### src/rtl/ps2_kbd_port.sv
// ps2_kbd_port: PS/2 keyboard receiver with glitch filter, frame checking,
// receive FIFO and a two-register CPU interface (DATA / STATUS).
module ps2_kbd_port #(
   parameter int FIFO_DEPTH     = 8,
   parameter int FILTER_LEN     = 4,
   parameter int TIMEOUT_CYCLES = 5000
) (
   input  logic       clk,
   input  logic       reset,
   input  logic       ps2_clk,
   input  logic       ps2_data,
   input  logic       sel,
   input  logic       reg_addr,
   input  logic       rd_strobe,
   input  logic       wr_strobe,
   input  logic [7:0] data_in,
   output logic [7:0] data_out,
   output logic       irq
);
   localparam int AW = $clog2(FIFO_DEPTH);
   localparam int CW = $clog2(FIFO_DEPTH + 1);
   localparam int FW = $clog2(FILTER_LEN + 1);
   localparam int TW = $clog2(TIMEOUT_CYCLES + 1);

   typedef enum logic [1:0] {IDLE, DATA, PARITY, STOP} state_t;

   state_t        state_q, state_d;
   logic          clk_s1_q, clk_s1_d, clk_s2_q, clk_s2_d;
   logic          dat_s1_q, dat_s1_d, dat_s2_q, dat_s2_d;
   logic          clk_f_q, clk_f_d;
   logic [FW-1:0] filt_q, filt_d;
   logic [2:0]    bit_q, bit_d;
   logic [7:0]    sh_q, sh_d;
   logic          par_q, par_d;
   logic [TW-1:0] tmr_q, tmr_d;
   logic [AW-1:0] wr_ptr_q, wr_ptr_d, rd_ptr_q, rd_ptr_d;
   logic [CW-1:0] cnt_q, cnt_d;
   logic          ovr_q, ovr_d, perr_q, perr_d, ferr_q, ferr_d;
   logic [7:0]    mem_q [FIFO_DEPTH];
   logic          flip, fall, timeout, push, perr_set, ferr_set;
   logic          ne, full, pop, wr_en, clr;
   logic [4:0]    cnt5;
   logic [3:0]    stat_cnt;
   logic          unused;

   assign unused = ^{data_in[7:4], data_in[0]};

   always_comb begin
      clk_s1_d = ps2_clk;
      clk_s2_d = clk_s1_q;
      dat_s1_d = ps2_data;
      dat_s2_d = dat_s1_q;
      // A new level is accepted only after FILTER_LEN consecutive differing samples
      flip     = (clk_s2_q != clk_f_q) && (filt_q == FW'(FILTER_LEN - 1));
      filt_d   = (clk_s2_q == clk_f_q || flip) ? '0 : filt_q + 1'b1;
      clk_f_d  = flip ? clk_s2_q : clk_f_q;
      fall     = flip & clk_f_q;
      state_d  = state_q;
      bit_d    = bit_q;
      sh_d     = sh_q;
      par_d    = par_q;
      push     = 1'b0;
      perr_set = 1'b0;
      ferr_set = 1'b0;
      timeout  = (state_q != IDLE) && !fall && (tmr_q == TW'(TIMEOUT_CYCLES - 1));
      if (timeout) begin
         state_d  = IDLE;
         ferr_set = 1'b1;
      end else if (fall) begin
         case (state_q)
            IDLE: begin
               state_d = dat_s2_q ? IDLE : DATA;
               bit_d   = 3'd0;
            end
            DATA: begin
               sh_d    = {dat_s2_q, sh_q[7:1]};
               bit_d   = bit_q + 3'd1;
               state_d = (bit_q == 3'd7) ? PARITY : DATA;
            end
            PARITY: begin
               par_d   = dat_s2_q;
               state_d = STOP;
            end
            default: begin
               state_d  = IDLE;
               ferr_set = ~dat_s2_q;
               push     = dat_s2_q & (^{sh_q, par_q});
               perr_set = dat_s2_q & ~(^{sh_q, par_q});
            end
         endcase
      end
      tmr_d    = (state_d == IDLE || fall) ? '0 : tmr_q + 1'b1;
      ne       = cnt_q != '0;
      full     = cnt_q == CW'(FIFO_DEPTH);
      pop      = sel & rd_strobe & ~reg_addr & ne;
      wr_en    = push & (~full | pop);
      clr      = sel & wr_strobe & reg_addr;
      wr_ptr_d = wr_ptr_q + AW'(wr_en);
      rd_ptr_d = rd_ptr_q + AW'(pop);
      cnt_d    = cnt_q + CW'(wr_en) - CW'(pop);
      ovr_d    = (push & full & ~pop) | (ovr_q & ~(clr & data_in[1]));
      perr_d   = perr_set | (perr_q & ~(clr & data_in[2]));
      ferr_d   = ferr_set | (ferr_q & ~(clr & data_in[3]));
      cnt5     = 5'(cnt_q);
      stat_cnt = cnt5[4] ? 4'hF : cnt5[3:0];
      data_out = reg_addr ? {stat_cnt, ferr_q, perr_q, ovr_q, ne} : (ne ? mem_q[rd_ptr_q] : 8'h00);
      irq      = ne;
   end

   always_ff @(posedge clk or negedge reset) begin
      if (!reset) begin
         state_q  <= IDLE;
         clk_s1_q <= 1'b1;
         clk_s2_q <= 1'b1;
         dat_s1_q <= 1'b1;
         dat_s2_q <= 1'b1;
         clk_f_q  <= 1'b0;
         filt_q   <= '0;
         bit_q    <= '0;
         sh_q     <= '0;
         par_q    <= 1'b0;
         tmr_q    <= '0;
         wr_ptr_q <= '0;
         rd_ptr_q <= '0;
         cnt_q    <= '0;
         ovr_q    <= 1'b0;
         perr_q   <= 1'b0;
         ferr_q   <= 1'b0;
      end else begin
         state_q  <= state_d;
         clk_s1_q <= clk_s1_d;
         clk_s2_q <= clk_s2_d;
         dat_s1_q <= dat_s1_d;
         dat_s2_q <= dat_s2_d;
         clk_f_q  <= clk_f_d;
         filt_q   <= filt_d;
         bit_q    <= bit_d;
         sh_q     <= sh_d;
         par_q    <= par_d;
         tmr_q    <= tmr_d;
         wr_ptr_q <= wr_ptr_d;
         rd_ptr_q <= rd_ptr_d;
         cnt_q    <= cnt_d;
         ovr_q    <= ovr_d;
         perr_q   <= perr_d;
         ferr_q   <= ferr_d;
      end
   end

   always_ff @(posedge clk) begin
      if (wr_en) mem_q[wr_ptr_q] <= sh_q;
   end
endmodule
### config.mk
export PLATFORM = sky130hd
export DESIGN_NAME = ps2_kbd_port
export DESIGN_NICKNAME = d
export VERILOG_FILES = /design/src/rtl/ps2_kbd_port.sv
export SDC_FILE = /design/constraint.sdc
export NUM_CORES = 1
export LEC_CHECK = 0
export ABC_AREA = 1
export CAP_MARGIN = 0
export CORE_MARGIN = 1
export CORE_UTILIZATION = 47
export DETAILED_ROUTE_END_ITERATION = 10
export SLEW_MARGIN = 5
export SYNTH_ARGS = -nofsm -noshare
export SYNTH_HDL_FRONTEND = slang
export SYNTH_SLANG_ARGS = --single-unit
### constraint.sdc
create_clock -name clk -period 4.8 [get_ports clk]
set_input_delay 1.2 -clock clk [delete_from_list [all_inputs] [get_ports clk]]
set_output_delay 1.2 -clock clk [all_outputs]
set_load 0.03 [all_outputs]
# Word level (Yosys, flattened, before mapping)
# Memories as Yosys holds them, arrays and structs flattened.
# Cells that the tools add are included.
[word_totals]
register_bits = 48
ram_bits = 64
in_bits = 16
output_inout_bits = 9
mem_count = 1
[mem_list]
columns = ["memory", "words", "word_bits", "rd", "rd_ports_with_merged_regs", "wr", "line_no", "text"]
rows = [
  ["mem_q", 8, 8, 1, 0, 1, "39", "logic [7:0] mem_q [FIFO_DEPTH];"],
]
[classes]
add_sub_neg = 7
n_eq_ne = 8
muxes = 21
bitwise = 30
n_reduce_logical = 16
[op_table]
columns = ["cell", "n"]
rows = [
  ["$and 1x1->1", 17],
  ["$mux 8", 2],
  ["$add 13x1->13 const B", 1],
  ["$eq 13x13->1 const B", 1],
  ["$mux 13", 1],
  ["$mux 1", 12],
  ["$not 1->1", 9],
  ["$reduce_and 3->1", 3],
  ["$reduce_xor 9->1", 1],
  ["$add 3x1->3", 2],
  ["$add 3x1->3 const B", 2],
  ["$mux 2", 3],
  ["$pmux 2 s3", 1],
  ["$pmux 3 s2", 1],
  ["$add 4x1->4", 1],
  ["$eq 4x4->1 const B", 1],
  ["$logic_not 2->1", 2],
  ["$or 1x1->1", 4],
  ["$reduce_bool 2->1", 2],
  ["$reduce_bool 4->1", 1],
  ["$sub 4x1->4", 1],
  ["$eq 3x2->1 const B", 1],
  ["$eq 3x3->1 const B", 1],
  ["$logic_and 1x1->1", 3],
  ["8 further kinds", 9],
]

# Depth between registers and ports, before layout
[logic_depth]
ltp_word = 10
mapped_depth = 16
depth_no_buf = 16

# Least setup slack after synthesis
# No wires, ideal clock.
[synth_timing]
path_kind = "input port to output port"
startpoint = "input reg_addr"
endpoint = "output data_out[4]"
arrival_time_ns = 1.934
required_time_ns = 3.600
path_slack_ns = 1.666
stages = 2
path_cell_list = "inv_1 > o21ai_0"
[synth_between]
elab_chain_len = 1
[synth_rtl]
columns = ["element", "line_no", "text"]
rows = [
  ["from (decl)", "13", "input logic reg_addr,"],
  ["$mux 8", "106", "data_out = reg_addr ? {stat_cnt, ferr_q, perr_q, ovr_q, ne} : (ne ? mem_q[rd_ptr_q] : 8'h00);"],
  ["to (decl)", "17", "output logic [7:0] data_out,"],
]
# No other way between the ends.

# Worst setup path in the final report
[layout_timing]
startpoint = "input reg_addr"
endpoint = "output data_out[5]"
# The elaborated chain is that of the path after synthesis.

==> reports/results.ini <==
[status]
status=completed

[run]
drv_cap=0

[worst_setup_path]
cp_cell_sequence=clkdlybuf4s50_1 > nor2_4 > o211ai_1 > o21ai_0 > clkdlybuf4s50_1
worstPathArrival_ns=3.03
cpPeakStageDelay_ns=0.71
worst-path-max-fanout=8
critPathBufInv=2
worstSetupPathType=in2out
critPathTopFamily=buffers and inverters
path_common_cell=clkdlybuf4s50_1
worstPathRequired_ns=3.60
cp_slowest_cell=clkdlybuf4s50_1
setup.worst_path.start_class=input pin
end_kind=output pin

[grt]
grt_pass1_vias=3280
overflow=0
grt_start_max_net_pins=49
grt_pass1_wl_mm=16.1
antenna_found_initial=0
grt.total_usage_pct=19.1

[timing]
finalClockSkew_ns=0.0149
relSlewSlack_pct=28.5
tightest_slew_ns=1.07
setup_viol=0
final.setup.tns_ns=0
drv_slew=0
grt_setup_unrepaired=false
fmax_mhz=237
post-route-min-period_ns=4.23
hold_viol_final=0
setup_ws_ns=0.574
period_share_pct=88.1

[power]
power_density_mw_per_mm2=451
peakVddDrop_uv=228
power_w=0.00247
leakage_nw=2.18

[synthesis]
yosysTopAreaCell=edfxtp_1
ys_warn_count=0
syn_area_sq_mm=0.00495
yosysUniqueCellTypes=34
seq_area_frac_synth_pct=63.1
netlist_instances=458
synth_top_area_share_pct=38.8
avgSynthCellArea_sq_um=10.8
syn-num-nets=489
ys_ff_latch=112
ys_top_cells_by_area=edfxtp_1 (39%), dfrtp_1 (22%), nand2_1 (5.5%), o21ai_0 (5.2%), nor2_1 (4.0%)

[place]
dp_hpwl_mm=6.65
gp_congestion=0.784
port_buffers=19
post-place-ws_ns=0.579
postPlaceCellArea_sq_mm=0.00528

[clock_network]
numCtsBuffers=9
cts_resized=0
cts_tree=done
h-tree-depth=3
cts_max_path_buffers=2
cts.sinks=112
clk_pin_slew_ns=0.11
cts_setup_buffers=0
clk_latency_ns=0.36
cts_root_buf=clkbuf_8
ctsHoldBuffers=0

[floorplan]
core.rowCount=37
start_util_pct=48.2
die_w_um=105
ios=25
die_area_sq_mm=0.0110
die_h_um=105
core-area_sq_mm=0.0103

[route]
drtIter0Drc=146
routed_via_density=5.20
drc=0
drt-pass1-iter-count=5
vias=3226
wl_mm=9.51
drtAntennaViolNets=0
wl_per_cell_um=15.3

[layout]
nets=510
area_delta_synth_final_pct=10.7
n_antenna_cell=0
drive_gt1_share_pct=9.50
nFillCells=927
final_area_sq_mm=0.00548

[worst_hold_path]
hp-class=reg2reg

==> cells in the final DEF (no fill, tap or decap), types with 2 or more instances in the layout <==
master / instances
inv_1: 49
buf_4: 3
nand2_2: 2
xnor2_1: 4
dfrtp_1: 44
nand4_1: 3
xor2_1: 9
nand2_1: 72
dfstp_2: 4
clkbuf_8: 9
o211ai_1: 7
a22o_1: 2
nand3b_1: 2
nor2_1: 53
clkinvlp_4: 2
ha_1: 14
nor2_4: 4
o221ai_1: 7
nand3_1: 23
o21ai_0: 51
edfxtp_1: 64
nor3_1: 4
clkdlybuf4s50_1: 18
o22ai_1: 7
inv_2: 2
nor2_2: 9
clkinv_4: 2
==> metrics by stage <==
step	utilization [%]	cells	hold slack, ns
after CTS	53.3	620	0.363
after detailed placement	51.4	604	0.347
after global placement	51.4	604	0.346
final	53.3	620	0.362
after global routing	53.3	620	0.370
after floorplan	-	458	0.345
==> layer usage <==
metal  track usage [%]  wire length (um)  part of all wire (%)  vias up
met5                 0                 0                     0        -
met4              6.04                90                  0.95        0
met3              2.81               393                   4.1        8
met2              33.1              4830                    51       58
met1              24.9              4190                    44     1564
li1                  -                 -                     -     1596
==> area by class of cell <==
class	instances	area (sq um)	area share, %
multi-input combinational	282	1570	28.7
clock buffer	9	124	2.26
sequential	112	3130	57.1
clock inverter	7	78.8	1.44
tap	136	170	3.10
timing repair buffer	22	208	3.79
inverter	52	200	3.65
==> cells in the mapped netlist <==
master     n
nand2_1   72
edfxtp_1  64
nor2_1    53
o21ai_0   51
inv_1     49
dfrtp_1   44
nand3_1   23
ha_1      14
clkbuf_1  11
nor2_2     9
xor2_1     9
o211ai_1   7
o221ai_1   7
o22ai_1    7
dfstp_2    4
nor2_4     4
nor3_1     4
xnor2_1    4
nand4_1    3
a22o_1     2
inv_2      2
nand2_2    2
nand3b_1   2
a21oi_1    1
and2_1     1
buf_6      1
clkinv_4   1
fa_1       1
nand2_4    1
nand3_4    1
nor4_1     1
o211ai_4   1
o311ai_0   1
or2_2      1
==> logic make-up after synthesis <==
group                    share of synthesized area (%)
adder cells (fa/ha/maj)                           3.94
flip-flops                                        63.1
XOR/XNOR                                          2.30
AND/OR/NAND/NOR                                   16.1
AO/OA/AOI/OAI                                     9.39
buffers and inverters                             5.10
==> state kept, by name, summed over array words and instances (netlist names), 2 cells and up <==
name and flops:
bit_q 3, cnt_q 4, filt_q 3, mem_q 64
rd_ptr_q 3, sh_q 8, state_q 2, tmr_q 13
wr_ptr_q 3
==> where the power goes <==
| part | internal (W) | leakage, nW | switching, W | total, W |
|---|---|---|---|---|
| logic | 0.000269 | 0.857 | 0.000486 | 0.000756 |
| clock network | 0.000247 | 0.0939 | 0.000322 | 0.000569 |
| registers | 0.00108 | 1.23 | 0.0000689 | 0.00115 |
| total | 0.00159 | 2.18 | 0.000878 | 0.00247 |
==> worst reg2reg max path: stages (launching register included) <==
cell     delay, ns
dfrtp_1       0.37
ha_1          0.15
ha_1          0.23
nand3_4       0.17
nor3_1        0.25
inv_1         0.09
nor2_1        0.20
nand3_1       0.21
nor2_1        0.67
==> final timing paths <==
kind                            from          end  slack (ns)  cells past startpoint
max                         reg_addr  data_out[5]        0.57                      5
max reg2reg                filt_q[0]  mem_q[6][3]        2.08                      8
max in group asynchronous      reset      sh_q[1]        3.11                      1
min in group asynchronous      reset     tmr_q[5]        1.02                      1
min                         dat_s1_q     dat_s2_q        0.36                      0
min reg2reg                 dat_s1_q     dat_s2_q        0.36                      0
No activity file was read; power rests on OpenSTA's default activity.
